[src/rtl/axi4_stream_initiator_type_1_pkg.sv]
// Shared constants for the AXI4-Stream traffic initiator/target pair: tdata
// pattern, Mode / TlastTrigger string encodings and the FSM state encoding.
package axi4_stream_traffic_pkg;

  localparam logic [47:0] MODE_SINGLE = 48'("SINGLE");
  localparam logic [47:0] MODE_LOOP   = 48'("LOOP");

  localparam logic [63:0] TLAST_NONE     = 64'("NONE");
  localparam logic [63:0] TLAST_TRANSFER = 64'("TRANSFER");
  localparam logic [63:0] TLAST_PACKET   = 64'("PACKET");
  localparam logic [63:0] TLAST_FRAME    = 64'("FRAME");
  localparam logic [63:0] TLAST_STREAM   = 64'("STREAM");

  typedef enum logic [1:0] {
    ST_ACTIVE = 2'd0,
    ST_PAUSE  = 2'd1,
    ST_DONE   = 2'd2
  } traffic_state_e;

  // First tdata value; the caller truncates or zero-extends to its width.
  function automatic logic [63:0] tdata_init(input int unsigned width);
    if (width <= 8)       return 64'h0000_00A0;
    else if (width <= 16) return 64'h0000_0A00;
    else                  return 64'hABCD_0A00;
  endfunction

  function automatic logic [63:0] tdata_incr(input int unsigned width);
    if (width <= 8)       return 64'h0000_0001;
    else if (width <= 16) return 64'h0000_0101;
    else                  return 64'h0001_0001;
  endfunction

  // Zero-sized packets, frames or streams behave as size one.
  function automatic int unsigned at_least_one(input int unsigned n);
    return (n == 0) ? 1 : n;
  endfunction

endpackage

[src/rtl/axi4_stream_initiator_type_1_position_counter.sv]
// Transfer / packet / frame down-counters locating the current transfer in
// its stream; shared by the traffic initiator and target.
module axi4_stream_position_counter
  import axi4_stream_traffic_pkg::*;
#(
  parameter int unsigned TransfersPerPacket = 1,
  parameter int unsigned PacketsPerFrame    = 1,
  parameter int unsigned FramesPerStream    = 1
) (
  input  logic clk,
  input  logic rst_n,
  input  logic step,
  output logic last_transfer,  // current transfer closes its packet
  output logic last_packet,    // current packet closes its frame
  output logic last_frame,     // current frame closes the stream
  output logic last_stream
);

  localparam logic [31:0] TRANSFER_TOP = 32'(at_least_one(TransfersPerPacket) - 1);
  localparam logic [31:0] PACKET_TOP   = 32'(at_least_one(PacketsPerFrame) - 1);
  localparam logic [31:0] FRAME_TOP    = 32'(at_least_one(FramesPerStream) - 1);

  logic [31:0] transfer_cnt;
  logic [31:0] packet_cnt;
  logic [31:0] frame_cnt;

  assign last_transfer = (transfer_cnt == '0);
  assign last_packet   = (packet_cnt == '0);
  assign last_frame    = (frame_cnt == '0);
  assign last_stream   = last_transfer & last_packet & last_frame;

  // NOTE: state uses non-blocking assignments so every counter samples the
  // pre-edge values of its neighbours, whatever order the statements are in.
  always_ff @(posedge clk or negedge rst_n) begin
    if (!rst_n) begin
      transfer_cnt <= TRANSFER_TOP;
      packet_cnt   <= PACKET_TOP;
      frame_cnt    <= FRAME_TOP;
    end else if (step) begin
      transfer_cnt <= last_transfer ? TRANSFER_TOP : transfer_cnt - 32'd1;
      if (last_transfer) begin
        packet_cnt <= last_packet ? PACKET_TOP : packet_cnt - 32'd1;
      end
      if (last_transfer && last_packet) begin
        frame_cnt <= last_frame ? FRAME_TOP : frame_cnt - 32'd1;
      end
    end
  end

endmodule

[src/rtl/axi4_stream_initiator_type_1.sv]
// Deterministic AXI4-Stream traffic source with active/pause duty cycling.
// Define AXI4_STREAM_INITIATOR_TYPE_1_DEBUG_DISPLAY_EN to log every transfer.
module axi4_stream_initiator_type_1
  import axi4_stream_traffic_pkg::*;
#(
  parameter int unsigned TDataWidth         = 32,
  parameter int unsigned TIdWidth           = 8,
  parameter int unsigned TDestWidth         = 8,
  parameter int unsigned TId                = 0,
  parameter int unsigned TDest              = 0,
  parameter logic [47:0] Mode               = MODE_LOOP,
  parameter logic [31:0] CyclesActive       = 32'd0,
  parameter logic [31:0] CyclesPause        = 32'd0,
  parameter int unsigned TransfersPerPacket = 1,
  parameter int unsigned PacketsPerFrame    = 1,
  parameter int unsigned FramesPerStream    = 1,
  parameter logic [63:0] TlastTrigger       = TLAST_NONE
) (
  input  logic                  clk_m_axis_i,
  input  logic                  rst_m_axis_ni,
  output logic                  m_axis_tvalid_o,
  input  logic                  m_axis_tready_i,
  output logic [TDataWidth-1:0] m_axis_tdata_o,
  output logic                  m_axis_tlast_o,
  output logic [TIdWidth-1:0]   m_axis_tid_o,
  output logic [TDestWidth-1:0] m_axis_tdest_o,
  output logic                  done_o
);

  localparam logic [TDataWidth-1:0] TDATA_INIT = TDataWidth'(tdata_init(TDataWidth));
  localparam logic [TDataWidth-1:0] TDATA_INCR = TDataWidth'(tdata_incr(TDataWidth));
  localparam logic [TIdWidth-1:0]   TID_INIT   = TIdWidth'(TId);
  localparam bit                    PAUSE_EN   = (CyclesPause != '0);
  localparam bit                    SINGLE_EN  = (Mode == MODE_SINGLE);
  localparam logic [31:0] ACTIVE_TOP = (CyclesActive == '0) ? '0 : CyclesActive - 32'd1;
  localparam logic [31:0] PAUSE_TOP  = PAUSE_EN ? CyclesPause - 32'd1 : '0;

  traffic_state_e        state, state_next;
  logic [31:0]           active_cnt, active_cnt_next;
  logic [31:0]           pause_cnt, pause_cnt_next;
  logic                  running;  // low only until the first edge after reset
  logic                  tvalid;
  logic                  accept;
  logic [TDataWidth-1:0] tdata;
  logic [TIdWidth-1:0]   tid;
  logic                  tlast_pos;
  logic                  last_transfer, last_packet, last_frame, last_stream;

  assign tvalid = running && (state == ST_ACTIVE);
  assign accept = tvalid && m_axis_tready_i;

  axi4_stream_position_counter #(
    .TransfersPerPacket (TransfersPerPacket),
    .PacketsPerFrame    (PacketsPerFrame),
    .FramesPerStream    (FramesPerStream)
  ) u_position (
    .clk           (clk_m_axis_i),
    .rst_n         (rst_m_axis_ni),
    .step          (accept),
    .last_transfer (last_transfer),
    .last_packet   (last_packet),
    .last_frame    (last_frame),
    .last_stream   (last_stream)
  );

  // NOTE: every output of this block is given a default first, so no path
  // through the case leaves a variable unassigned and no latch is inferred.
  always_comb begin
    state_next      = state;
    active_cnt_next = active_cnt;
    pause_cnt_next  = pause_cnt;
    unique case (state)
      ST_ACTIVE: begin
        // An expired window waits for the pending transfer before pausing.
        if (PAUSE_EN && tvalid) begin
          if (active_cnt != '0) begin
            active_cnt_next = active_cnt - 32'd1;
          end else if (accept) begin
            state_next     = ST_PAUSE;
            pause_cnt_next = PAUSE_TOP;
          end
        end
      end
      ST_PAUSE: begin
        if (pause_cnt != '0) begin
          pause_cnt_next = pause_cnt - 32'd1;
        end else begin
          state_next      = ST_ACTIVE;
          active_cnt_next = ACTIVE_TOP;
        end
      end
      ST_DONE:  state_next = ST_DONE;
      default:  state_next = ST_ACTIVE;
    endcase
    if (SINGLE_EN && accept && last_stream) begin
      state_next = ST_DONE;
    end
  end

  always_ff @(posedge clk_m_axis_i or negedge rst_m_axis_ni) begin
    if (!rst_m_axis_ni) begin
      state      <= ST_ACTIVE;
      active_cnt <= ACTIVE_TOP;
      pause_cnt  <= PAUSE_TOP;
      running    <= 1'b0;
    end else begin
      state      <= state_next;
      active_cnt <= active_cnt_next;
      pause_cnt  <= pause_cnt_next;
      running    <= 1'b1;
    end
  end

  // tdata keeps counting across looped streams; only reset restarts it.
  always_ff @(posedge clk_m_axis_i or negedge rst_m_axis_ni) begin
    if (!rst_m_axis_ni) begin
      tdata <= TDATA_INIT;
      tid   <= TID_INIT;
    end else if (accept) begin
      tdata <= tdata + TDATA_INCR;
      if (last_stream) begin
        tid <= tid + TIdWidth'(1);
      end
    end
  end

  always_comb begin
    tlast_pos = 1'b0;
    if (TlastTrigger == TLAST_TRANSFER)    tlast_pos = 1'b1;
    else if (TlastTrigger == TLAST_PACKET) tlast_pos = last_transfer;
    else if (TlastTrigger == TLAST_FRAME)  tlast_pos = last_transfer & last_packet;
    else if (TlastTrigger == TLAST_STREAM) tlast_pos = last_transfer & last_packet & last_frame;
  end

  assign m_axis_tvalid_o = tvalid;
  assign m_axis_tdata_o  = tdata;
  assign m_axis_tlast_o  = tvalid & tlast_pos;
  assign m_axis_tid_o    = tid;
  assign m_axis_tdest_o  = TDestWidth'(TDest);
  assign done_o          = (state == ST_DONE);

`ifdef AXI4_STREAM_INITIATOR_TYPE_1_DEBUG_DISPLAY_EN
  always_ff @(posedge clk_m_axis_i) begin
    if (rst_m_axis_ni && accept) begin
      $display("@A4SI_T1 tdata=%h tid=%h tdest=%h tlast=%b",
               tdata, tid, m_axis_tdest_o, m_axis_tlast_o);
    end
    if (rst_m_axis_ni && state != ST_DONE && state_next == ST_DONE) begin
      $display("@A4SI_T1 SINGLE stream sent");
    end
  end
`else
  // Silent build: no console output, identical signal behaviour.
`endif

endmodule
[config.mk]
export PLATFORM = sky130hd
export DESIGN_NAME = axi4_stream_initiator_type_1
export DESIGN_NICKNAME = d
export VERILOG_FILES = /design/src/rtl/axi4_stream_initiator_type_1_pkg.sv /design/src/rtl/axi4_stream_initiator_type_1_position_counter.sv /design/src/rtl/axi4_stream_initiator_type_1.sv
export SDC_FILE = /design/constraint.sdc
export NUM_CORES = 1
export LEC_CHECK = 0
export ABC_AREA = 1
export ABC_CLOCK_PERIOD_IN_PS = 2400
export BUFFER_PORTS_ARGS = -buffer_cell sky130_fd_sc_hd__buf_2
export CORE_ASPECT_RATIO = 1.1
export CORE_MARGIN = 2
export CORE_UTILIZATION = 61
export CTS_BUF_LIST = sky130_fd_sc_hd__clkbuf_4
export DETAILED_ROUTE_END_ITERATION = 12
export PLACE_DENSITY = 0.8
export SLEW_MARGIN = 20
export SYNTH_ARGS = -nofsm -noshare
export SYNTH_HDL_FRONTEND = slang
export SYNTH_SLANG_ARGS = --single-unit
[constraint.sdc]
create_clock -name clk_m_axis_i -period 2.4 [get_ports clk_m_axis_i]
set_input_delay 0.36 -clock clk_m_axis_i [delete_from_list [all_inputs] [get_ports clk_m_axis_i]]
set_output_delay 0.36 -clock clk_m_axis_i [all_outputs]
set_load 0.1 [all_outputs]
After elaboration in Yosys (flattened, before gate mapping)
Cells that the tools add are included.
W data, S select, Z words.
{"block": "totals", "ram_bits": 0, "mem_bits_ro": 0, "memories": 0, "register_bits": 171, "output_inout_bits": 51, "latch_bits": 0}
{"block": "op_classes", "n_reduce_logical": 13, "div": 0, "order_cmp": 0, "shifts": 0, "mul": 0, "n_bitwise": 3, "mux": 5, "n_addsub": 6, "eq_ne": 3}
{"operator": "$sub A32 B1 Y32 const B", "count": 4}
{"operator": "$logic_not A32 Y1", "count": 3}
{"operator": "$mux W32", "count": 3}
{"operator": "$add A32 B17 Y32 const B", "count": 1}
{"operator": "$reduce_bool A32 Y1", "count": 1}
{"operator": "$reduce_and A2 Y1", "count": 5}
{"operator": "$add A8 B1 Y8 const B", "count": 1}
{"operator": "$pmux W2 S3", "count": 1}
{"operator": "$logic_and A1 B1 Y1", "count": 3}
{"operator": "$and A1 B1 Y1", "count": 2}
{"operator": "$eq A2 B1 Y1 const B", "count": 1}
{"operator": "$eq A2 B2 Y1 const B", "count": 1}
{"operator": "$logic_not A2 Y1", "count": 1}
{"operator": "$mux W2", "count": 1}
{"operator": "$ne A2 B2 Y1 const B", "count": 1}
{"operator": "$not A1 Y1", "count": 1}

Logic depth before layout (Yosys ltp)
Gate-level depths: netlist (run 1).
{"block": "depth", "word_depth": 4, "mapped_depth": 11}

By module
From an unflattened synthesis (run 1), not the netlist that was laid out.
{"block": "unflattened", "cells_unflattened": 1280, "hier_area_um2": 8967.4}
{"mod": "axi4_stream_position_counter", "instances": 1, "area_per_inst_um2": 6555.0, "cells_each": 972, "seq_area_each_um2": 2402.3}
{"mod": "axi4_stream_initiator_type_1", "instances": 1, "area_per_inst_um2": 2412.3, "cells_each": 308, "seq_area_each_um2": 1041.0}

Least setup slack after synthesis (run 1)
No wires, ideal clock.
{"block": "synth_timing", "path_kind": "register to register", "start": "register running", "end": "register u_position.transfer_cnt[21]", "synth_period_minus_slack_ps": 2252, "stages_incl_launch_ff": 11, "arrival_time_ps": 2124, "t_required_ps": 2272, "setup_time_ps": 128, "path_slack_ps": 148, "path_buffers": 1, "path_cell_list": "dfrtp_1 -> nand2_2 -> inv_2 -> nand3_2 -> inv_2 -> nand2_2 -> nor2_4 -> nand2_2 -> buf_2 -> o21ai_1 -> a21oi_1"}
{"block": "synth_between", "elab_chain_len": 2}
{"item": "from (decl)", "line_no": "axi4_stream_initiator_type_1.sv:41", "text": "logic running;"}
{"item": "from (signal assigned)", "line_no": "axi4_stream_initiator_type_1.sv:105", "text": "running <= 1'b0;"}
{"item": "from (signal assigned)", "line_no": "axi4_stream_initiator_type_1.sv:110", "text": "running <= 1'b1;"}
{"item": "$logic_and A1 B1 Y1", "line_no": "axi4_stream_initiator_type_1.sv:49", "text": "assign tvalid = running && (state == ST_ACTIVE);"}
{"item": "$logic_and A1 B1 Y1", "line_no": "axi4_stream_initiator_type_1.sv:50", "text": "assign accept = tvalid && m_axis_tready_i;"}
{"item": "to (signal assigned)", "line_no": "axi4_stream_initiator_type_1_position_counter.sv:40", "text": "transfer_cnt <= last_transfer ? TRANSFER_TOP : transfer_cnt - 32'd1;"}
{"item": "to (decl)", "line_no": "axi4_stream_initiator_type_1_position_counter.sv:23", "text": "logic [31:0] transfer_cnt;"}
No other way between the ends.
A chain may end at the register's enable or synchronous reset.

Final worst setup path (run 1)
{"block": "layout_timing", "start": "register u_position.frame_cnt[0]", "end": "register tid[2] (netlist: m_axis_tid_o[2])"}
{"block": "layout_between", "elab_chain_len": 3}
{"item": "from (decl)", "line_no": "axi4_stream_initiator_type_1_position_counter.sv:25", "text": "logic [31:0] frame_cnt;"}
{"item": "from (signal assigned)", "line_no": "axi4_stream_initiator_type_1_position_counter.sv:45", "text": "frame_cnt <= last_frame ? FRAME_TOP : frame_cnt - 32'd1;"}
{"item": "$logic_not A32 Y1", "line_no": "axi4_stream_initiator_type_1_position_counter.sv:29", "text": "assign last_frame = (frame_cnt == '0);"}
{"item": "$and A1 B1 Y1", "line_no": "axi4_stream_initiator_type_1_position_counter.sv:30", "text": "assign last_stream = last_transfer & last_packet & last_frame;"}
{"item": "$reduce_and A2 Y1 (no line)"}
{"item": "to (signal assigned)", "line_no": "axi4_stream_initiator_type_1.sv:122", "text": "tid <= tid + TIdWidth'(1);"}
{"item": "to (decl)", "line_no": "axi4_stream_initiator_type_1.sv:45", "text": "logic [TIdWidth-1:0] tid;"}
No other way between the ends.

==> results of run 1 <==
[sequential cells by signal, indices dropped and copies added, names as in the netlist]
register and cells:
m_axis_tdata_o 32, m_axis_tid_o 8, running 1, u_position.frame_cnt 32, u_position.packet_cnt 32, u_position.transfer_cnt 32
[cells in the final DEF, fill, tap and decap left out, types with 8 or more instances in the layout]
cell / n
a21oi_1: 15
buf_2: 42
clkbuf_4: 17
conb_1: 11
dfrtp_1: 125
dfstp_2: 12
inv_1: 116
nand2_1: 383
nand2_2: 8
nand3_1: 109
nand4_1: 25
nor2_1: 239
nor2_2: 11
nor3_1: 25
o21ai_0: 38
o21ai_1: 29
or2_2: 11
xnor2_1: 12
xor2_1: 43
[cell families after synthesis]
family | after synthesis | synth area share
other cells | 2 | 0.0008566
simple gates | 834 | 0.4127
compound gates | 90 | 0.05366
buf+inv | 155 | 0.07792
fa+ha+maj | 5 | 0.007136
flops | 137 | 0.3927
xor+xnor | 55 | 0.05494
[power by group]
part	internal (mW)	switching, mW	total (mW)
sequential	2.50	0.208	2.71
clock	0.849	0.965	1.81
combinational	0.267	1.27	1.53
[routing by layer]
metal	vias to the layer above	track usage	routed length, µm	part of all wire
met1	3748	0.3567	9110	0.45
met3	39	0.04983	936	0.047
li1	4119	-	-	-
met2	208	0.4617	9531	0.48
met5	-	0	0	0
met4	0	0.1056	483	0.024
[worst register-to-register path: cells and delay by family, from the launching register on]
kind                       cells  cell delay [ps]
and+or+nand+nor                7             1080
DFF                            1              400
adders and majority gates      1              290
buffers and inverters          2              280
[area by class of cell]
class                      count  area, µm²
antenna                        2      5.005
clock buffer                  17      127.6
clock inverter                15      214.0
fill                        1246       4378
inverter                     122      465.4
multi-input combinational    995       4674
sequential                   137       3443
tap                          188      235.2
timing repair buffer          55      364.1
[path summary, 6_finish.rpt]
kind                                    startpoint                          end  depth (start not counted)
min in group asynchronous            rst_m_axis_ni      u_position.frame_cnt[9]                          2
max in group asynchronous            rst_m_axis_ni    u_position.packet_cnt[11]                          3
max                        u_position.frame_cnt[0]              m_axis_tid_o[2]                         10
min                                m_axis_tready_i  u_position.transfer_cnt[30]                          5
max reg2reg                u_position.frame_cnt[0]              m_axis_tid_o[2]                         10
min reg2reg                     m_axis_tdata_o[27]           m_axis_tdata_o[27]                          2
[timing repair]
item / CTS / global route
endpoints found under the hold margin: 44 / 0
hold buffers: 1 / 0
resized for setup: 0 / 0
==> metrics.cfg, run 1 <==
[final_layout]
area_delta_synth_final_pct = 8.691
drive_gt1_frac = 0.1119
final_util = 0.6852
final_cells = 1531
final_area_um2 = 9529
final_net_count = 1336

[placed_design]
dpl.hpwl_mm = 14.68
pre_cts_ws_ps = 332.7
place_area_um2 = 9173
io_buffers = 43
dp_cells = 1496
gp_congestion = 0.9837

[clocking]
cts_setup_buffers = 0
tritoncts = built
clk_pin_slew_ps = 140
clockBufferDepth = 2
cts_sinks = 137
root_buffer = clkbuf_4
worstSkewPairLatency_ps = 590
htreeDepth = 4
cts_buffers = 17

[routing]
post_drt_wl_per_cell_um = 13.10
first_pass_iters = 5
postRouteAntennaNets = 0
drt_iter0_markers = 599
via_per_inst = 5.300
drc = 0
via_count = 8114
drt_wl_total_mm = 20.06

[synthesis]
synth_most_common_cell = nand2_1
syn_avg_cell_area_um2 = 6.860
synth_ff_type = dfrtp_1
synth_cells = 1278
synth_area_leaders = dfrtp_1, nand2_1, nor2_1
synth_edf_count = 0
synth_commonest_cells = nand2_1, nor2_1, dfrtp_1, inv_1, nand3_1
synth.distinct_cells = 38
yosysTopAreaCell = dfrtp_1
synth_top_area_frac = 0.3568
ys_warn_count = 0
synth_seq_area_share = 0.3928
ys_ff_latch = 137
async_flop_share = 1.000
mappedNetlistArea_um2 = 8767

[grt]
grt_pass1_vias = 7473
grt-ovfl-total = 0
grt_pass1_wl_mm = 34.36
grt_max_degree = 50
track_usage = 0.2743
grt_antenna_before_repair = 1

[die]
chipWidth_um = 118.3
die_area_um2 = 15350
dieHeight_um = 129.7
io_pins = 54
start_util = 0.6304
core_area_um2 = 13910
rows = 45

[timing]
finalSetupTns_ps = 0
hold_violations = 0
worst_slack_ps = 288.9
rsz0062_at_grt = no
finalSetupViolCount = 0
fin_worst_skew_ps = 27.02
drv_slew = 0
hold_ws_ps = 239.1
period_share = 0.8796
fin_crit_ps = 2111
fmax_mhz = 473.7
worst_pin_slew_ps = 742.3
maxSlewHeadroom = 0.5046

[critical_path]
worst_setup_path_start_kind = register
path_max_fanout = 18
cp_data_arrival_time_ps = 2630
cp-end-kind = register
path_buf_inv = 2
path_class = register to register
critPathRequiredTime_ps = 2920
slowest_stage = dfrtp_1
max_stage_delay_ps = 400
ff2ff_setup_slack_ps = 290
path_cells = inv_1, ha_1, nand2_1, nor2_4, nand2_2, nor2_8, inv_4, nor2_8, nand3_1, nand2_1
crit_family = simple AND/OR/NAND/NOR gates

[min_path]
hold_class = input pin to register

[pwr]
peakVddDrop_mv = 1.299
power_density_nw_per_um2 = 635.2
p_leak_nw = 5.054
p_total_mw = 6.053

[flow_run]
maxCapViolations = 0

[run_status]
run_status = finished clean

Power figures use the tool's default switching activity.
==> run 2: changes to the inputs <==
- CORE_UTILIZATION: 61 -> 55
- PLACE_DENSITY: 0.8 -> 0.73
==> run 2 against run 1 <==
Sequential cell count did not move. Power decreased by 1.5%. Wire length is 1.2% higher. Critical path depth down 1. Cell count is 0.85% higher. Clock skew fell by 9.6 ps. Design area is 0.43% lower. Maximum frequency shrank 1.3%. Sequential share of layout area rose by 0.16 points. Combinational power about the same. Die area grew 11%. First-iteration DRC count is 11% higher. Critical endpoint is now u_position.packet_cnt[26]. Highest routed layer unchanged.
==> metrics.cfg, run 2 (synthesis gave the netlist of run 1 again) <==
[grt]
use_met1 = 0.3323
grt.busiest_layer = met2
grt_antenna_before_repair = 1
grt_pass1_wl_mm = 34.70
grt_util_met3 = 0.04683
grt-ovfl-total = 0
grt_max_degree = 55
grt_pass1_vias = 7468
track_usage = 0.2499
gr-usage-met2 = 0.4205

[clocking]
worstSkewPairLatency_ps = 570
tritoncts = built
clk_pin_slew_ps = 130
cts_buffers = 17
ctsResizeCount = 0
cts_sinks = 137
cts_setup_buffers = 0
htreeDepth = 4
root_buffer = clkbuf_4
clockBufferDepth = 2

[critical_path]
critPathRequiredTime_ps = 2840
worst_setup_path_start_kind = register
ff2ff_setup_slack_ps = 260
cp_data_arrival_time_ps = 2580
path_max_fanout = 21
worstReg2RegEnd = u_position.packet_cnt[26]
cp-end-kind = register
r2r.worst_path.cells = 9
timing.rr.start = u_position.packet_cnt[0]
path_class = register to register

[die]
start_util = 0.5593
io_pins = 54
rows = 48
dieHeight_um = 136.4
chipWidth_um = 124.4
die_area_um2 = 16970
core_area_um2 = 15680

[timing]
worst_slack_ps = 260.7
rsz0062_at_grt = no
finalSetupTns_ps = 0
fmax_mhz = 467.4
maxSlewHeadroom = 0.5411
hold_violations = 0
fin_worst_skew_ps = 17.46
period_share = 0.8914
finalSetupViolCount = 0
fin_crit_ps = 2139
worst_pin_slew_ps = 687.7
hold_ws_ps = 235.2
drv_slew = 0

[placed_design]
dpl.hpwl_mm = 14.97
io_buffers = 43
place_area_um2 = 9158
gp_congestion = 0.9239
pre_cts_ws_ps = 252.0

[min_path]
hold_class = input pin to async pin

[pwr]
peakVddDrop_mv = 1.161
p_total_mw = 5.964
power_density_nw_per_um2 = 628.6
p_leak_nw = 5.040

[routing]
postRouteAntennaNets = 0
drc = 0
drt_wl_total_mm = 20.30
via_per_inst = 5.208
first_pass_iters = 4
post_drt_wl_per_cell_um = 13.15
drt_iter0_markers = 665
via_count = 8041

[flow_run]
maxCapViolations = 0

[run_status]
run_status = finished clean

[final_layout]
final_cell_mix = nand2_1, nor2_1, dfrtp_1
drive_gt1_frac = 0.1110
seq_area_um2 = 3443
multiInputGateArea_um2 = 4674
mostFrequentLayoutCell = nand2_1
final_area_um2 = 9488
final_net_count = 1337
area_delta_synth_final_pct = 8.220
nFillCells = 1462

run 2: power by group:
part	switching [mW]	leakage, nW	internal [mW]
logic	1.27	3.13	0.265
clock network	0.853	0.173	0.873
registers	0.208	1.74	2.50
run 2: layer usage:
metal | share of wire | wire, µm
met1 | 0.47 | 9533
met2 | 0.48 | 9739
met3 | 0.037 | 749
met4 | 0.014 | 282
met5 | 0 | 0
run 2: timing repair:
| action | in CTS | in global routing |
|---|---|---|
| endpoints found under the hold margin | 33 | 0 |
| setup endpoints to repair | 0 | 0 |
| hold buffers | 1 | 0 |
run 2: worst max-delay path by stage:
stage / start / to / slack, ps / depth (start not counted)
floorplan: running / u_position.transfer_cnt[21] / 150 / 10
global placement: u_position.packet_cnt[0] / u_position.packet_cnt[0] / 330 / 9
detailed placement: u_position.packet_cnt[0] / u_position.packet_cnt[26] / 250 / 9
CTS: u_position.packet_cnt[0] / u_position.packet_cnt[0] / 220 / 9
global route: u_position.packet_cnt[0] / u_position.packet_cnt[25] / 60 / 9
finish: u_position.packet_cnt[0] / u_position.packet_cnt[26] / 260 / 9
run 2: per-stage QoR:
step                      cells    util
after floorplan            1287       -
after global placement     1509  0.5842
after detailed placement   1509  0.5842
after CTS                  1542  0.6050
after global routing       1544  0.6053
final                      1544  0.6053
run 2: cell type report:
type / count / area share
repair buffers: 56 / 0.03521
inverters: 122 / 0.04906
diodes: 2 / 0.0005275
clock inverters: 10 / 0.01582
flip-flops and latches: 137 / 0.3629
well taps: 200 / 0.02637
multi-input cells: 995 / 0.4927
clock buffers: 22 / 0.01741
run 2: critical path, cell delays in order (launching register included):
cell,delay [ps]
dfrtp_1,390
inv_1,120
ha_1,320
nand2_4,120
nor2_8,150
nand2_2,80
nor2_4,210
inv_1,350
nand3_1,200
o21ai_0,80
==> run 3: changes to the inputs <==
- ABC_AREA: 1 -> 0
- CAP_MARGIN: unset -> 5
- CORE_UTILIZATION: 55 -> 50
- PLACE_DENSITY: 0.73 -> 0.68
==> run 3 against run 2 <==
The run now ends with negative setup slack left. Via count decreased by 19%. Count of clock-buffer cells in the layout decreased by 3. Register-to-register slack got worse by 340 ps. Design area increased by 4.4%. Die area decreased by 8.2%. First-iteration DRC count decreased by 43%. Setup slack got worse by 340 ps. Area after synthesis decreased by 17%. Core utilization increased by 8.6 points. Clock power decreased by 13%. Highest routed layer unchanged.
==> metrics.cfg, run 3 <==
[run_status]
run_status = complete, but fails checks
violations = negative setup slack

[critical_path]
crit_start = u_position.transfer_cnt[15]
cp-end-kind = register
worstReg2RegEnd = u_position.packet_cnt[9]
slowest_stage = or4_4
path_class = register to register
ff2ff_setup_slack_ps = -80
cp_data_arrival_time_ps = 2920
timing.rr.start = u_position.transfer_cnt[15]
endpoint = u_position.packet_cnt[9]
path_max_fanout = 8
path_cells = or4_4, buf_6, nor4_4, nand3_2, buf_12, buf_8, nor2_4, clkbuf_16, a21oi_2
worst_setup_path_start_kind = register
r2r.worst_path.cells = 9
max_stage_delay_ps = 550
critPathRequiredTime_ps = 2840

[die]
chipWidth_um = 119.2
io_pins = 54
core_area_um2 = 14330
die_area_um2 = 15580
dieHeight_um = 130.7
rows = 46
start_util = 0.5093

[synthesis]
synth_commonest_cells = dfrtp_1, nor2_1, nand3_1, or4_1
synth_most_common_cell = dfrtp_1
synth_ff_type = dfrtp_1
mappedNetlistArea_um2 = 7298
async_flop_share = 1.000
syn_avg_cell_area_um2 = 10.07
synth_cells = 725
synthSimpleGateAreaFrac = 0.2861
yosysTopAreaCell = dfrtp_1
synth_edf_count = 0
synth.distinct_cells = 59
ys_warn_count = 0
synthAdderAreaFrac = 0.008572
synth_seq_area_share = 0.4718
synth_top_family_by_area = simple AND/OR/NAND/NOR gates
synth_compound_area_frac = 0.07920
synthMuxAreaShare = 0.04749
ys_ff_latch = 137
synth_top_area_frac = 0.4286
synth_area_leaders = dfrtp_1, dfstp_2, nor2_1
synthXorXnorAreaFrac = 0.07200

[routing]
drt_wl_total_mm = 19.62
drt_iter0_markers = 382
first_pass_iters = 4
post_drt_wl_per_cell_um = 17.58
postRouteAntennaNets = 0
via_count = 6537
drc = 0
via_per_inst = 5.858

[clocking]
clk_pin_slew_ps = 120
clockBufferDepth = 2
cts_sinks = 137
worstSkewPairLatency_ps = 560
tritoncts = built
cts_buffers = 17
root_buffer = clkbuf_4
htreeDepth = 4

[placed_design]
gp_congestion = 0.8733
place_area_um2 = 8571
dpl.hpwl_mm = 12.97
io_buffers = 43

[timing]
fin_crit_ps = 2481
period_share = 1.034
worst_slack_ps = -80.78
finalSetupTns_ps = -1372
drv_slew = 0
fmax_mhz = 403.1
worst_pin_slew_ps = 821.7
rsz0062_at_grt = yes
hold_violations = 0
finalSetupViolCount = 37
maxSlewHeadroom = 0.4450
hold_ws_ps = 311.3
fin_worst_skew_ps = 22.65

[final_layout]
final_net_count = 918
final_area_um2 = 9903
nFillCells = 1043
drive_gt1_frac = 0.4193
multiInputGateArea_um2 = 4334
area_delta_synth_final_pct = 35.69
final_cell_mix = buf_4, dfrtp_1, nor2_1
mostFrequentLayoutCell = buf_4
seq_area_um2 = 3456

[grt]
grt_antenna_before_repair = 1
grt-ovfl-total = 0
grt_pass1_wl_mm = 30.83
grt_pass1_vias = 6486
grt_max_degree = 54
track_usage = 0.2456

[pwr]
power_density_nw_per_um2 = 794.5
peakVddDrop_mv = 0.7132
p_leak_nw = 4.517

[min_path]
hold_class = input pin to async pin

[flow_run]
maxCapViolations = 0

## run 3: changes by cell type in the layout (fill, tap and decap cells not counted), sizes merged, moves of 12 or more
cell   previous run  this run
nor3             25        37
buf              55       189
nor4              3        39
or3               0        20
o31ai             1        14
xnor2            12        29
or4               0        35
xor2             43        31
nand2           393        32
nand3           111        34
inv             121        12
o21ai            67        21
mux2              0        29
nor2            261        83
## run 3: worst min-delay path by stage
stage,startpoint,endpoint,slack (ps),depth (start not counted)
floorplan,rst_m_axis_ni,m_axis_tdata_o[0],60,0
global placement,rst_m_axis_ni,m_axis_tid_o[5],340,1
detailed placement,rst_m_axis_ni,m_axis_tid_o[6],340,1
CTS,m_axis_tready_i,u_position.transfer_cnt[1],310,4
global route,rst_m_axis_ni,m_axis_tid_o[1],330,2
finish,rst_m_axis_ni,m_axis_tid_o[1],310,2
## run 3: per-stage QoR
| step | total power [mW] | worst slack [ps] | std cells | utilization |
|---|---|---|---|---|
| after global placement | 5.904 | -30.31 | 1051 | 0.5980 |
| after global routing | 8.272 | -189.7 | 1116 | 0.6910 |
| after floorplan | 4.900 | -17.26 | 734 | - |
| after detailed placement | 5.988 | -162.9 | 1051 | 0.5980 |
| final | 7.868 | -80.78 | 1116 | 0.6910 |
| after CTS | 7.625 | -62.80 | 1098 | 0.6434 |
## run 3: routing by layer
layer	global-route usage	share of wire	wire, µm	vias up
li1	-	-	-	3049
met1	0.3030	0.42	8218	3282
met2	0.4314	0.52	10140	165
met3	0.04818	0.043	839	41
met4	0.09104	0.021	420	0
met5	0	0	0	-
## run 3: worst max-delay path: cells and delay by family (launching register included)
kind / cells / cell delay, ps
DFF: 1 / 420
buffers and inverters: 4 / 680
and+or+nand+nor: 4 / 1220
AOI/OAI and AO/OA: 1 / 40
## run 3: cell families (layout without fill, tap and decap cells)
kind of cell               Yosys count  in the layout
DFF                                137            137
buffers and inverters               49            238
muxes                               31             31
xor gates and xnor gates            60             60
AOI/OAI and AO/OA                   89             89
adders and majority gates            5              5
other                                2             12
and+or+nand+nor                    352            352
## run 3: final cells by class
cell class	instances	area share
Antenna cell	1	0.0002527
Clock inverter	13	0.01339
Inverter	12	0.004548
Timing Repair Buffer	194	0.1565
Tap cell	192	0.02426
Sequential cell	137	0.3490
Multi-Input combinational cell	548	0.4377
Clock buffer	19	0.01440
## run 3: power breakdown
| group | switching (mW) | leakage [nW] | internal (mW) | total, mW |
|---|---|---|---|---|
| sequential | 0.414 | 1.79 | 2.65 | 3.06 |
| clock | 0.867 | 0.136 | 0.630 | 1.50 |
| combinational | 2.04 | 2.59 | 1.27 | 3.31 |
## run 3: timing repair
action | 4_1_cts | 5_1_grt
buffers inserted | 13 | 13
gates resized for setup | 43 | 105
pin swaps | 19 | 41
setup endpoints to repair | 43 | 94
endpoints found under the hold margin | 44 | 0
cloned | 1 | 4
hold buffers | 1 | 0
